--- src/rtl/pipeline_hazard_ctrl.sv ---
// Stall/flush/freeze controller for a 5-stage MIPS pipeline, with a small FSM that freezes
// the whole pipeline during multi-cycle data-memory accesses. Optional macro: FORWARDING_EN.
module pipeline_hazard_ctrl #(
    parameter int REG_ADDR_W      = 5,
    parameter int MEM_WAIT_CYCLES = 4,
    parameter int CNT_W           = 4
) (
    input  logic                  clk,
    input  logic                  rst,
    input  logic [REG_ADDR_W-1:0] src1,
    input  logic [REG_ADDR_W-1:0] src2,
    input  logic                  two_src,
    input  logic [REG_ADDR_W-1:0] exe_dest,
    input  logic                  exe_wb_en,
    input  logic                  exe_mem_r_en,
    input  logic [REG_ADDR_W-1:0] mem_dest,
    input  logic                  mem_wb_en,
    input  logic                  mem_access,
    input  logic                  branch_taken,
    output logic                  freeze_pc,
    output logic                  freeze_if_id,
    output logic                  bubble_id_exe,
    output logic                  flush_if_id,
    output logic                  freeze_all,
    output logic                  mem_start,
    output logic [1:0]            state
);

    typedef enum logic [1:0] {
        IDLE     = 2'd0,
        MEM_WAIT = 2'd1,
        MEM_DONE = 2'd2
    } state_e;

    localparam logic [CNT_W-1:0] CNT_LOAD = CNT_W'(MEM_WAIT_CYCLES - 3);

    state_e           state_q, state_d;
    logic [CNT_W-1:0] cnt_q, cnt_d;
    logic             hazard;

`ifdef FORWARDING_EN
    // ALU results are forwarded; only a load in EXE feeding the ID instruction must stall.
    assign hazard = exe_mem_r_en && exe_wb_en && (exe_dest != '0) &&
                    ((src1 == exe_dest) || (two_src && (src2 == exe_dest)));

    logic unused_mem_inputs;
    assign unused_mem_inputs = ^{mem_dest, mem_wb_en};
`else
    logic src1_hit, src2_hit;

    assign src1_hit = (src1 != '0) &&
                      ((exe_wb_en && (src1 == exe_dest)) || (mem_wb_en && (src1 == mem_dest)));
    assign src2_hit = (src2 != '0) &&
                      ((exe_wb_en && (src2 == exe_dest)) || (mem_wb_en && (src2 == mem_dest)));
    assign hazard   = src1_hit || (two_src && src2_hit);

    logic unused_load_flag;
    assign unused_load_flag = exe_mem_r_en;
`endif

    logic freeze_pc_c, freeze_if_id_c, bubble_id_exe_c, flush_if_id_c, freeze_all_c, mem_start_c;

    // NOTE: every signal assigned here gets a default first so no path leaves one unassigned,
    // which would otherwise infer a latch.
    always_comb begin
        state_d         = state_q;
        cnt_d           = cnt_q;
        freeze_pc_c     = 1'b0;
        freeze_if_id_c  = 1'b0;
        bubble_id_exe_c = 1'b0;
        flush_if_id_c   = 1'b0;
        freeze_all_c    = 1'b0;
        mem_start_c     = 1'b0;

        unique case (state_q)
            IDLE: begin
                if (mem_access) begin
                    freeze_all_c = 1'b1;
                    mem_start_c  = 1'b1;
                    cnt_d        = CNT_LOAD;
                    state_d      = MEM_WAIT;
                end else if (branch_taken) begin
                    flush_if_id_c   = 1'b1;
                    bubble_id_exe_c = 1'b1;
                end else if (hazard) begin
                    freeze_pc_c     = 1'b1;
                    freeze_if_id_c  = 1'b1;
                    bubble_id_exe_c = 1'b1;
                end
            end
            MEM_WAIT: begin
                freeze_all_c = 1'b1;
                if (cnt_q == '0) begin
                    state_d = MEM_DONE;
                end else begin
                    cnt_d = cnt_q - 1'b1;
                end
            end
            MEM_DONE: begin
                // The completing access still drives mem_access here; it must not relaunch.
                state_d = IDLE;
                if (branch_taken) begin
                    flush_if_id_c   = 1'b1;
                    bubble_id_exe_c = 1'b1;
                end else if (hazard) begin
                    freeze_pc_c     = 1'b1;
                    freeze_if_id_c  = 1'b1;
                    bubble_id_exe_c = 1'b1;
                end
            end
            default: state_d = IDLE;
        endcase
    end

    // NOTE: sequential state uses non-blocking assignments so every flop samples pre-edge values.
    always_ff @(posedge clk or negedge rst) begin
        if (!rst) begin
            state_q <= IDLE;
            cnt_q   <= '0;
        end else begin
            state_q <= state_d;
            cnt_q   <= cnt_d;
        end
    end

    // Outputs are forced low while reset is held, whatever the inputs do.
    assign freeze_pc     = rst & freeze_pc_c;
    assign freeze_if_id  = rst & freeze_if_id_c;
    assign bubble_id_exe = rst & bubble_id_exe_c;
    assign flush_if_id   = rst & flush_if_id_c;
    assign freeze_all    = rst & freeze_all_c;
    assign mem_start     = rst & mem_start_c;
    assign state         = state_q;

endmodule

--- config.mk ---
export PLATFORM = sky130hd
export DESIGN_NAME = pipeline_hazard_ctrl
export DESIGN_NICKNAME = d
export VERILOG_FILES = /design/src/rtl/pipeline_hazard_ctrl.sv
export SDC_FILE = /design/constraint.sdc
export NUM_CORES = 1
export LEC_CHECK = 0
export ABC_CLOCK_PERIOD_IN_PS = 1800
export BUFFER_PORTS_ARGS = -buffer_cell sky130_fd_sc_hd__buf_2
export CORE_MARGIN = 2
export CORE_UTILIZATION = 35
export CTS_BUF_LIST = sky130_fd_sc_hd__clkbuf_8
export DETAILED_ROUTE_END_ITERATION = 7
export PLACE_DENSITY = 0.67
export SLEW_MARGIN = 10
export SYNTH_ARGS = -nofsm -noshare
export SYNTH_HDL_FRONTEND = slang
export SYNTH_SLANG_ARGS = --single-unit
--- constraint.sdc ---
create_clock -name clk -period 1.8 [get_ports clk]
set_input_delay 0.09 -clock clk [delete_from_list [all_inputs] [get_ports clk]]
set_output_delay 0.09 -clock clk [all_outputs]
set_load 0.02 [all_outputs]
* After elaboration in Yosys (flattened, before gate mapping)
Index checks and enable logic that the tools add are counted.
** Word-level totals
- Logic and storage cells :: 53
- Output and inout port bits :: 8
- Bits of input ports :: 28
- Register bits :: 6
** Cells by class
- Bitwise logic cells :: 5
- Equality and inequality tests :: 9
- Mux-type cells :: 19
- Reduce and logical (&&, ||, !) cells :: 17
- Add/subtract/negate cells :: 1
** Operators by type and width (number)
- equality test 5 bit :: 4
- nonzero test 5 bit :: 2
- two-way mux 1 bit :: 9
- two-way mux 4 bit :: 2
- case mux 1 bit (2 select lines) :: 4
- case mux 4 bit (2 select lines) :: 1
- logical AND 1 bit :: 7
- != test 2 bit (second input constant) :: 3
- bitwise AND 1 bit :: 5
- zero test 4 bit :: 1
- two-way mux 2 bit :: 2
- case mux 2 bit (2 select lines) :: 1
- subtractor 4 x 1 -> 4 bit (second input constant) :: 1
- logical OR 1 bit :: 3
- AND reduction 3 bit :: 1
- equality test 2 x 1 -> 1 bit (second input constant) :: 1
- equality test 2 bit (second input constant) :: 1
- zero test 2 bit :: 1
- AND reduction 2 bit :: 1
- nonzero test 2 bit :: 1

* Logic depth before layout (Yosys ltp)
- Word-level depth :: 11
- Gate-level depth with buffers :: 7

* Worst setup path before layout
No wires, ideal clock.
- Path kind :: register to output
- Start :: register state_q[0] (netlist: state[0])
- End :: output freeze_pc
- Slack :: 0.122 ns
- Cell stages (with the launch flop) :: 5
- Data arrival time :: 1.588 ns
- Path buffers :: 2
- Path through :: dfrtp_1 > buf_2 > nand3b_1 > nor3_1 > buf_4
** On the way
- Word-level cells in the longest chain between the ends :: 3
- Elaborated cells between the ends (all ways) :: 4
- Those cells by class :: eq/ne: 1; mux: 1; bitwise: 1; reduce/logical: 1
** RTL lines
- from (decl) :: line 37 : state_e state_q, state_d;
- from (signal assigned) :: line 121 : state_q <= state_d;
- equality test 2 bit or zero test 2 bit (tied branches)
- case mux 1 bit (2 select lines) (*)
- bitwise AND 1 bit (*)
- to (decl) :: line 20 : output logic freeze_pc,
Mark *: on every way between the ends. The rest lies on a longest branch, timed or not.

* Worst setup path in the final report
- Start :: register cnt_q[0]
- End :: register cnt_q[0]
** On the way
- Word-level cells in the longest chain between the ends :: 3
- Elaborated cells between the ends (all ways) :: 6
- Those cells by class :: add/sub: 1; eq/ne: 1; mux: 2; reduce/logical: 2
** RTL lines
- from (decl) :: line 38 : logic [CNT_W-1:0] cnt_q, cnt_d;
- from (signal assigned) :: line 122 : cnt_q <= cnt_d;
- subtractor 4 x 1 -> 4 bit or zero test 4 bit (tied branches) :: line 96, 93
- two-way mux 4 bit or != test 2 bit (tied branches)
- case mux 4 bit (2 select lines) or AND reduction 3 bit (tied branches)
Parallel ways exist; a longest one is shown, timed or not. The select of a mux whose other input is x is not followed.
A chain may end at the register's enable or synchronous reset.

==> summary.md <==
| Metric | Value |
|---|---|
| Wire per inst | `11.6 um` |
| DIE WIDTH | `47.0 um` |
| Initial drt markers | `8` |
| Largest net degree at the start of global routing | `11` |
| Global-route wire length before repair | `2.39 mm` |
| IO Port Bufs | `34` |
| Ys Warns | `0` |
| Nets | `145` |
| Final period utilization | `0.864` |
| Post-Syn Nets | `107` |
| Gr usage total | `0.154` |
| Max IR drop VDD | `0.645 mV` |
| Data arrival, critical path | `1700 ps` |
| Drc violations | `0` |
| Antenna Nets Post-Route | `0` |
| P&R area growth vs syn | `37.2%` |
| Clk sinks | `6` |
| Status | `finished, final reports clean` |
| Io pins | `36` |
| Synth area leader | `xnor2_1` |
| Core area | `1730 sq um` |
| Leakage | `0.408 nW` |
| Slack of the worst reg-to-reg path | `250 ps` |
| Fmax achieved | `643 MHz` |
| CTS H-tree lvls | `1` |
| Diode count | `0` |
| Crit path max-delay cell type | `dfrtp_1` |
| Syn Inst Count | `77` |
| Reg2reg start | `cnt_q[0]` |
| Post-synth EDFFs | `0` |
| Critical R2R Capture | `cnt_q[0]` |
| Crit Path Max Fanout | `6` |
| Count of cell types in the netlist | `27` |
| Synthesis-stage register bit count | `6` |
| Initial Util | `0.374` |
| TNS Setup | `0 ps` |
| Worst path required time | `1940 ps` |
| Final hold slack | `233 ps` |
| Top cells by count, synth | `20 x xnor2_1, 8 x nand2_1, 6 x dfrtp_1` |
| Startpoint class of the critical path | `flop` |
| Post-synth top area share | `0.271` |
| Post-Layout Cell Count | `138` |
| Final Max Slew Viols | `0` |
| Hold crit path type | `primary input to async pin` |
| Dpl hpwl | `1.36 mm` |
| GP Congestion | `0.774` |
| Chip height | `47.0 um` |
| Worst Reg2Reg Path Length in Cells | `6` |
| Clk buf depth | `2` |
| Postcts setup bufs | `0` |
| Crit end category | `flop` |
| Cell Chain, Critical Path | `inv_1, ha_1, nor3b_4, nor2_2, mux2_4, a22oi_2` |
| Initial antenna violation count | `0` |
| GR Overflow Total | `0` |
| DP Cell Count | `134` |
| Via/cell ratio | `4.94` |
| Power Density | `1180 nW/um^2` |
| Detailed Route WL | `1.60 mm` |
| Final setup vio count | `0` |
| Die ar. | `2200 sq um` |
| Clock skew | `3.25 ps` |
| Root Driver | `clkbuf_8` |
| RSZ-0062 raised after global routing | `no` |
| # rows | `15` |
| Ys flop type | `dfrtp_1` |
| Mapped cell area | `646 sq um` |
| Syn Area/Cell | `8.38 sq um` |
| TritonCTS buffer count | `3` |
| Crit-path max cell delay | `390 ps` |
| Hold violation count in the final report | `0` |
| Worst slew margin | `0.654` |
| Clk pin slew, worst setup/hold paths | `40 ps` |
| Synth area leaders | `xnor2_1 27%, dfrtp_1 23%, nand2_1 4.7%` |
| Sequential area share after synthesis | `0.233` |
| Total Power | `1.04 mW` |
| Clk_lat worst skew | `220 ps` |
| Post-synth ARST share | `1.00` |
| CTS tree | `yes` |
| TritonRoute pass-1 iters | `4` |
| Via count | `682` |
| Tmin final | `1550 ps` |
| Vias in the first global route | `628` |
| WS Path Type | `flop to flop` |
| Top-count cell post-synth | `xnor2_1` |
| Slew at the pin closest to its max-slew limit | `518 ps` |
| MaxCap Viol Count | `0` |
| Layout cells sized above 1 | `0.381` |
[layer usage]
layer | part of all wire | up-vias | GRT usage
met5 | 0 | - | 0
met4 | 0 | 0 | 0.0500
met3 | 0.070 | 0 | 0.0269
met2 | 0.51 | 23 | 0.282
met1 | 0.42 | 317 | 0.179
li1 | - | 342 | -
[area by class of cell]
type                            instances  area (sq um)
Fill cell                             177           841
Tap cell                               25          31.3
Clock buffer                            3          41.3
Inverter                                5          18.8
Sequential cell                         6           150
Multi-Input combinational cell         64           464
Timing Repair Buffer                   35           180
[metrics by stage]
step / setup slack, ps / utilization / cell area [sq um]
2_1_floorplan: 122 / - / 646
3_3_place_gp: 304 / 0.483 / 835
3_5_place_dp: 242 / 0.483 / 835
4_1_cts: 233 / 0.513 / 886
5_1_grt: 117 / 0.513 / 886
6_report: 245 / 0.513 / 886
[critical path, delay by kind of cell, from the launching register on]
| family | cells | cell delay [ps] |
|---|---|---|
| AOI/OAI and AO/OA | 1 | 110 |
| adders and majority gates | 1 | 190 |
| buffers and inverters | 1 | 140 |
| DFF | 1 | 390 |
| muxes | 1 | 260 |
| and+or+nand+nor | 2 | 380 |
[worst max path at each step]
stage                  start        end  slack [ps]
floorplan           state[0]  freeze_pc         120
global placement    cnt_q[0]   cnt_q[0]         300
detailed placement  cnt_q[0]   cnt_q[0]         240
CTS                 cnt_q[0]   cnt_q[0]         230
global route        cnt_q[0]   cnt_q[0]         120
finish              cnt_q[0]   cnt_q[0]         250
[state kept, by name, summed over array words and instances (netlist names)]
register / cells
state: 2
cnt_q: 4
[cell usage in the layout, fill, tap and decap left out]
cell            n
nand3_1         2
a22oi_2         1
o21bai_1        1
o22ai_1         2
nand2_1         8
a22o_2          1
a22o_1          2
clkbuf_8        3
dfrtp_1         6
nand2b_1        1
o31ai_1         1
a21oi_1         2
nor3_1          4
nor4_1          1
a32oi_1         1
nor2_1          5
ha_1            2
nor2_2          1
dlygate4sd3_1   1
nor3b_4         1
o21ai_0         1
buf_2          34
inv_1           5
xnor2_1        20
nand3b_1        1
nand4_1         4
mux2_4          1
a21o_2          1
[kinds of logic after synthesis]
family	synth area share
AO/OA/AOI/OAI	0.155
flip-flops	0.233
AND/OR/NAND/NOR	0.231
buffers and inverters	0.0484
multiplexers	0.0232
XOR/XNOR	0.271
adder cells (fa/ha/maj)	0.0388
[what timing repair did]
item                                   in CTS  in global routing
gates resized for setup                     0                  0
hold buffers                                1                  0
endpoints found under the hold margin       6                  0
[where the power goes]
group | switching (mW) | internal (mW) | total, mW
sequential | 0.0912 | 0.198 | 0.289
combinational | 0.276 | 0.279 | 0.555
clock | 0.0564 | 0.144 | 0.200
Power figures use the tool's default switching activity.
